`src/rtl/exec_sequencer.sv`:
```
// Execute-stage sequencer: decodes one RV32 ALU/JALR/LUI instruction at a time,
// finishes simple ops in a cycle and runs shifts iteratively through a one-entry output register.
module exec_sequencer #(
  parameter int SHIFT_STEP = 1
) (
  input  logic        ADC_CLK_10,
  input  logic        reset,
  input  logic        in_valid,
  output logic        in_ready,
  input  logic [31:0] pc_in,
  input  logic [31:0] iw_in,
  input  logic [31:0] rs1_data_in,
  input  logic [31:0] rs2_data_in,
  output logic        out_valid,
  input  logic        out_ready,
  output logic [31:0] alu_out,
  output logic [4:0]  rd_out,
  output logic        rd_we_out,
  output logic        jump_out,
  output logic [31:0] jump_target,
  output logic        illegal_out,
  output logic        busy
);
  localparam logic [0:0] ST_IDLE  = 1'b0;
  localparam logic [0:0] ST_SHIFT = 1'b1;

  localparam logic [1:0] SH_SLL = 2'd0;
  localparam logic [1:0] SH_SRL = 2'd1;
  localparam logic [1:0] SH_SRA = 2'd2;

  localparam logic [6:0] OP_R    = 7'b0110011;
  localparam logic [6:0] OP_I    = 7'b0010011;
  localparam logic [6:0] OP_JALR = 7'b1100111;
  localparam logic [6:0] OP_LUI  = 7'b0110111;
  localparam logic [6:0] F7_BASE = 7'b0000000;
  localparam logic [6:0] F7_ALT  = 7'b0100000;

  localparam logic [4:0] STEP = 5'(SHIFT_STEP);

  function automatic logic [31:0] shift_by(input logic [31:0] v, input logic [1:0] op,
                                           input logic [4:0] s);
    logic signed [31:0] vs;
    vs = v;
    case (op)
      SH_SLL:  shift_by = v << s;
      SH_SRA:  shift_by = vs >>> s;
      default: shift_by = v >> s;
    endcase
  endfunction

  logic [6:0]         opc;
  logic [2:0]         f3;
  logic [6:0]         f7;
  logic [4:0]         rd_f;
  logic [31:0]        imm_i;
  logic [31:0]        op2;
  logic signed [31:0] rs1_s;
  logic signed [31:0] op2_s;
  logic [4:0]         amt;
  logic               alu_ok;
  logic               unused;

  assign opc    = iw_in[6:0];
  assign f3     = iw_in[14:12];
  assign f7     = iw_in[31:25];
  assign rd_f   = iw_in[11:7];
  assign imm_i  = {{20{iw_in[31]}}, iw_in[31:20]};
  assign op2    = (opc == OP_R) ? rs2_data_in : imm_i;
  assign rs1_s  = rs1_data_in;
  assign op2_s  = op2;
  assign amt    = (opc == OP_R) ? rs2_data_in[4:0] : iw_in[24:20];
  assign alu_ok = (opc == OP_I) || (f7 == F7_BASE);
  assign unused = &{1'b0, iw_in[19:15]};

  logic        dec_legal;
  logic        dec_jump;
  logic        dec_shift;
  logic [31:0] dec_res;
  logic [31:0] dec_tgt;
  logic [1:0]  dec_shop;

  // Decode: I-type non-shift ops carry imm bits in func7, so only R-type checks it
  always_comb begin
    dec_legal = 1'b0;
    dec_jump  = 1'b0;
    dec_shift = 1'b0;
    dec_res   = '0;
    dec_tgt   = '0;
    dec_shop  = SH_SLL;
    case (opc)
      OP_R, OP_I: begin
        case (f3)
          3'b000: begin
            if (alu_ok) begin
              dec_legal = 1'b1;
              dec_res   = rs1_data_in + op2;
            end else if (f7 == F7_ALT) begin
              dec_legal = 1'b1;
              dec_res   = rs1_data_in - op2;
            end
          end
          3'b001: begin
            if (f7 == F7_BASE) begin
              dec_legal = 1'b1;
              dec_shift = 1'b1;
              dec_shop  = SH_SLL;
              dec_res   = rs1_data_in;
            end
          end
          3'b010: begin
            if (alu_ok) begin
              dec_legal = 1'b1;
              dec_res   = {31'b0, rs1_s < op2_s};
            end
          end
          3'b011: begin
            if (alu_ok) begin
              dec_legal = 1'b1;
              dec_res   = {31'b0, rs1_data_in < op2};
            end
          end
          3'b100: begin
            if (alu_ok) begin
              dec_legal = 1'b1;
              dec_res   = rs1_data_in ^ op2;
            end
          end
          3'b101: begin
            if (f7 == F7_BASE) begin
              dec_legal = 1'b1;
              dec_shift = 1'b1;
              dec_shop  = SH_SRL;
              dec_res   = rs1_data_in;
            end else if (f7 == F7_ALT) begin
              dec_legal = 1'b1;
              dec_shift = 1'b1;
              dec_shop  = SH_SRA;
              dec_res   = rs1_data_in;
            end
          end
          3'b110: begin
            if (alu_ok) begin
              dec_legal = 1'b1;
              dec_res   = rs1_data_in | op2;
            end
          end
          default: begin
            if (alu_ok) begin
              dec_legal = 1'b1;
              dec_res   = rs1_data_in & op2;
            end
          end
        endcase
      end
      OP_JALR: begin
        if (f3 == 3'b000) begin
          dec_legal = 1'b1;
          dec_jump  = 1'b1;
          dec_res   = pc_in + 32'd4;
          dec_tgt   = (rs1_data_in + imm_i) & ~32'd1;
        end
      end
      OP_LUI: begin
        dec_legal = 1'b1;
        dec_res   = {iw_in[31:12], 12'b0};
      end
      default: ;
    endcase
  end

  logic [0:0]  state_q, state_d;
  logic [4:0]  cnt_q, cnt_d;
  logic [31:0] acc_q, acc_d;
  logic [1:0]  shop_q, shop_d;
  logic [4:0]  rdl_q, rdl_d;
  logic        ov_q, ov_d;
  logic [31:0] alu_q, alu_d;
  logic [4:0]  rdo_q, rdo_d;
  logic        we_q, we_d;
  logic        jmp_q, jmp_d;
  logic [31:0] tgt_q, tgt_d;
  logic        ill_q, ill_d;

  logic        accept;
  logic        drain;
  logic [4:0]  step;
  logic [4:0]  cnt_next;
  logic [31:0] shifted;

  assign in_ready = (state_q == ST_IDLE) && (!ov_q || out_ready) && !reset;
  assign accept   = in_valid && in_ready;
  assign drain    = ov_q && out_ready;
  assign step     = (cnt_q < STEP) ? cnt_q : STEP;
  assign cnt_next = cnt_q - step;
  assign shifted  = shift_by(acc_q, shop_q, step);

  // Sequencing: a shift is only started with the output register drained, so its
  // completion can always load without checking out_ready
  always_comb begin
    state_d = state_q;
    cnt_d   = cnt_q;
    acc_d   = acc_q;
    shop_d  = shop_q;
    rdl_d   = rdl_q;
    ov_d    = ov_q;
    alu_d   = alu_q;
    rdo_d   = rdo_q;
    we_d    = we_q;
    jmp_d   = jmp_q;
    tgt_d   = tgt_q;
    ill_d   = ill_q;
    if (drain) ov_d = 1'b0;
    if (state_q == ST_IDLE) begin
      if (accept && dec_shift && (amt != 5'd0)) begin
        state_d = ST_SHIFT;
        cnt_d   = amt;
        acc_d   = rs1_data_in;
        shop_d  = dec_shop;
        rdl_d   = rd_f;
      end else if (accept) begin
        ov_d  = 1'b1;
        alu_d = dec_res;
        rdo_d = rd_f;
        we_d  = dec_legal && (rd_f != 5'd0);
        jmp_d = dec_jump;
        tgt_d = dec_tgt;
        ill_d = !dec_legal;
      end
    end else begin
      acc_d = shifted;
      cnt_d = cnt_next;
      if (cnt_next == 5'd0) begin
        state_d = ST_IDLE;
        ov_d    = 1'b1;
        alu_d   = shifted;
        rdo_d   = rdl_q;
        we_d    = (rdl_q != 5'd0);
        jmp_d   = 1'b0;
        tgt_d   = '0;
        ill_d   = 1'b0;
      end
    end
  end

  always_ff @(posedge ADC_CLK_10) begin
    if (reset) begin
      state_q <= ST_IDLE;
      cnt_q   <= '0;
      acc_q   <= '0;
      shop_q  <= SH_SLL;
      rdl_q   <= '0;
      ov_q    <= 1'b0;
      alu_q   <= '0;
      rdo_q   <= '0;
      we_q    <= 1'b0;
      jmp_q   <= 1'b0;
      tgt_q   <= '0;
      ill_q   <= 1'b0;
    end else begin
      state_q <= state_d;
      cnt_q   <= cnt_d;
      acc_q   <= acc_d;
      shop_q  <= shop_d;
      rdl_q   <= rdl_d;
      ov_q    <= ov_d;
      alu_q   <= alu_d;
      rdo_q   <= rdo_d;
      we_q    <= we_d;
      jmp_q   <= jmp_d;
      tgt_q   <= tgt_d;
      ill_q   <= ill_d;
    end
  end

  assign out_valid   = ov_q;
  assign alu_out     = alu_q;
  assign rd_out      = rdo_q;
  assign rd_we_out   = we_q;
  assign jump_out    = jmp_q;
  assign jump_target = tgt_q;
  assign illegal_out = ill_q;
  assign busy        = (state_q == ST_SHIFT);

endmodule

```
`config.mk`:
```
export PLATFORM = sky130hd
export DESIGN_NAME = exec_sequencer
export DESIGN_NICKNAME = d
export VERILOG_FILES = /design/src/rtl/exec_sequencer.sv
export SDC_FILE = /design/constraint.sdc
export NUM_CORES = 1
export LEC_CHECK = 0
export CELL_PAD_IN_SITES_DETAIL_PLACEMENT = 2
export CELL_PAD_IN_SITES_GLOBAL_PLACEMENT = 2
export CORE_MARGIN = 10
export CORE_UTILIZATION = 34
export DETAILED_ROUTE_END_ITERATION = 7
export PLACE_DENSITY = 0.86
export SETUP_SLACK_MARGIN = 0.1
export SYNTH_ARGS = -nofsm -noshare
export SYNTH_HDL_FRONTEND = slang
export SYNTH_SLANG_ARGS = --single-unit
```
`constraint.sdc`:
```
create_clock -name ADC_CLK_10 -period 10.1 [get_ports ADC_CLK_10]
set_input_delay 1.01 -clock ADC_CLK_10 [delete_from_list [all_inputs] [get_ports ADC_CLK_10]]
set_output_delay 1.01 -clock ADC_CLK_10 [all_outputs]
set_load 0.01 [all_outputs]
```
==> impl_results.md <==
- Top-count cell post-synth: a21oi_1
- Final Setup Violations: 0
- Die Span X: 221 µm
- CTS Buf Count: 17
- Die Area: 49100 µm²
- Setup ws final: 3.29 ns
- Per-cell routed wire length: 29.9 µm
- Resized cells post-CTS: 0
- Max Transition Viols Final: 0
- DR vias/cell: 6.46
- Largest net degree at the start of global routing: 65
- Root Driver: clkbuf_16
- DRC violations left: 0
- Initial DRC count: 1637
- Class of the worst hold path: flip-flop to flip-flop
- CTS Hold Bufs: 0
- Critical Path Sink Type: flip-flop
- Initial Utilization: 0.346
- Yosys reg bits: 117
- Worst skew pair latency: 0.45 ns
- Critical path fanouts, max: 27
- # port buffers: 205
- Final Skew: 0.0122 ns
- Worst path cell trace: clkdlybuf4s50_1 -> or2b_1 -> or3_1 -> buf_4 -> nor2_2 -> buf_4 -> a21o_1 -> inv_1 -> ha_1 -> o21ai_0 -> a221oi_1 -> o21ai_0 -> a2111oi_0 -> o21ai_0 -> or3_1 -> nand2_1 -> nand3_1 -> a311oi_1 -> a31o_2
- Fin crit share: 0.674
- Synthesized area: 13800 µm²
- Routed Wire Length: 78800 µm
- R2R cell count: 13
- Yosys warns: 0
- Via Count: 17009
- Seq/Total Area, Yosys: 0.170
- Maximum VDD drop: 0.000125 V
- Post-CTS setup buffers: 0
- Leading area contributor after synthesis: dfxtp_1
- Synth Flop Type: dfxtp_1
- Tmin final: 6.81 ns
- Post-synth top area share: 0.170
- Antenna violations before repair: 2
- F_max: 147 MHz
- Yosys cell types: 92
- Global-route wire length before repair: 116000 µm
- Worst Path Arrival: 7.19 ns
- Synth area leaders: dfxtp_1 (17%), ha_1 (12%), a21oi_1 (9.0%), nor2_1 (6.1%), o21ai_0 (4.4%)
- EDFF count, synth: 0
- Layout area overhead: 22.5%
- Post-synthesis cell count: 1969
- I/O pins: 207
- Ratio of cells with drive above 1 in the final layout: 0.0598
- PwrDens: 103 nW/µm²
- Final hold viol count: 0
- Synthesized area per cell: 7.01 µm²
- Layout filler cell count: 4642
- CP peak stage delay: 0.98 ns
- Core area: 39900 µm²
- Num rows: 73
- Slew @ Worst Pin: 1.18 ns
- Number of global-route vias before repair: 18049
- Leakage: 0.00662 µW
- Ys async rst share: 0
- Startpoint Class: input pin
- Post-synth top cells: a21oi_1 (248), nor2_1 (223), ha_1 (134)
- Run status: finished, final reports clean
- Deepest clock path buffer count: 2
- DP HPWL: 59600 µm
- Setup TNS: 0 ns
- CTS tree: done
- MaxCap Viol Count: 0
- DRT antenna net count: 0
- Worst-path clk slew: 0.06 ns
- Core Util, Final: 0.424
- Slowest CP cell: a2111oi_0
- Critical path's most frequent cell: o21ai_0
- Drt pass-1 iters: 6
- H-tree levels: 4
- Critical path class: input pin to flip-flop
- Die H: 221 µm
- Grt ovf: 0
- Unrepaired setup endpoints after global routing: false
- Hold path cells: 1
- Nets: 2362
- Syn nets: 2237
- Slew margin rel.: 0.209
- GPL Wtd Cong: 0.984
- Gr usage total: 0.303
- Worst EP required: 10.48 ns
- Clock sink total: 117
- Pre-CTS WS: 3.00 ns
-- metrics by stage --
| step | area (µm²) | hold slack, ns | instances | power [µW] |
|---|---|---|---|---|
| 6_report | 16900 | 0.453 | 2633 | 1740 |
| 5_1_grt | 16900 | 0.475 | 2632 | 1800 |
| 4_1_cts | 16900 | 0.461 | 2632 | 1730 |
| 3_5_place_dp | 16300 | 0.447 | 2600 | 1070 |
| 3_3_place_gp | 16300 | 0.439 | 2600 | 1050 |
| 2_1_floorplan | 13800 | 0.443 | 1969 | 822 |
-- worst paths after layout --
kind                    from               to  slack [ns]
max                 iw_in[4]      alu_out[30]        3.29
min          jump_target[21]  jump_target[21]        0.45
max reg2reg         cnt_q[1]      alu_out[30]        5.54
min reg2reg  jump_target[21]  jump_target[21]        0.45
-- where the power goes --
| part | internal [µW] | total, µW | switching (µW) |
|---|---|---|---|
| combinational | 220 | 606 | 386 |
| clock | 400 | 657 | 257 |
| sequential | 468 | 473 | 5.42 |
-- layout by cell type (no fill, tap or decap), types with 17 or more instances in the layout --
cell,netlist,layout
nand2_1,131,131
nand3_1,74,74
and3_1,40,40
o211ai_1,48,48
nand4_1,17,17
xnor2_1,42,42
a221oi_1,29,29
a211oi_1,24,24
dfxtp_1,117,116
xor2_1,28,28
ha_1,134,134
a221o_1,18,18
clkbuf_16,0,17
nor2_1,223,220
a21oi_1,248,248
buf_4,2,40
clkdlybuf4s50_1,0,203
o21ai_0,122,122
a22oi_1,23,23
a21o_1,45,45
nor3_1,52,49
inv_1,122,122
-- worst max-delay path, delay by kind of cell --
kind	cells	cell delay (ns)
compound gates	8	2.91
simple gates	6	1.52
buf+inv	4	1.19
fa+ha+maj	1	0.50
-- kinds of logic after synthesis --
logic type / share of synthesized area
buf+inv: 0.0727
simple gates: 0.217
xor+xnor: 0.0444
compound gates: 0.353
other cells: 0.000272
fa+ha+maj: 0.124
flops: 0.170
mux: 0.0190
-- sequential cells by signal, indices dropped and copies added (netlist names) --
name / cells
cnt_q: 5
jump_out: 1
rdl_q: 5
jump_target: 31
alu_out: 32
acc_q: 32
rd_we_out: 1
rd_out: 5
out_valid: 1
shop_q: 2
illegal_out: 1
busy: 1
-- cell type report --
| type | instances | area [µm²] | share of cell area |
|---|---|---|---|
| Multi-Input combinational cell | 1592 | 10500 | 0.621 |
| Clock buffer | 20 | 457 | 0.0270 |
| Inverter | 122 | 458 | 0.0271 |
| Sequential cell | 117 | 2340 | 0.139 |
| Clock inverter | 12 | 154 | 0.00910 |
| Timing Repair Buffer | 244 | 2340 | 0.138 |
| Tap cell | 525 | 657 | 0.0388 |
| Antenna cell | 1 | 2.50 | 0.000148 |
-- routing by layer --
layer	up-vias	part of all wire	wire [µm]	track usage
li1	7481	-	-	-
met1	8565	0.41	32700	0.379
met2	778	0.45	35700	0.483
met3	181	0.092	7250	0.0767
met4	4	0.040	3170	0.131
met5	-	0.00029	23	0
Power figures use the tool's default switching activity.
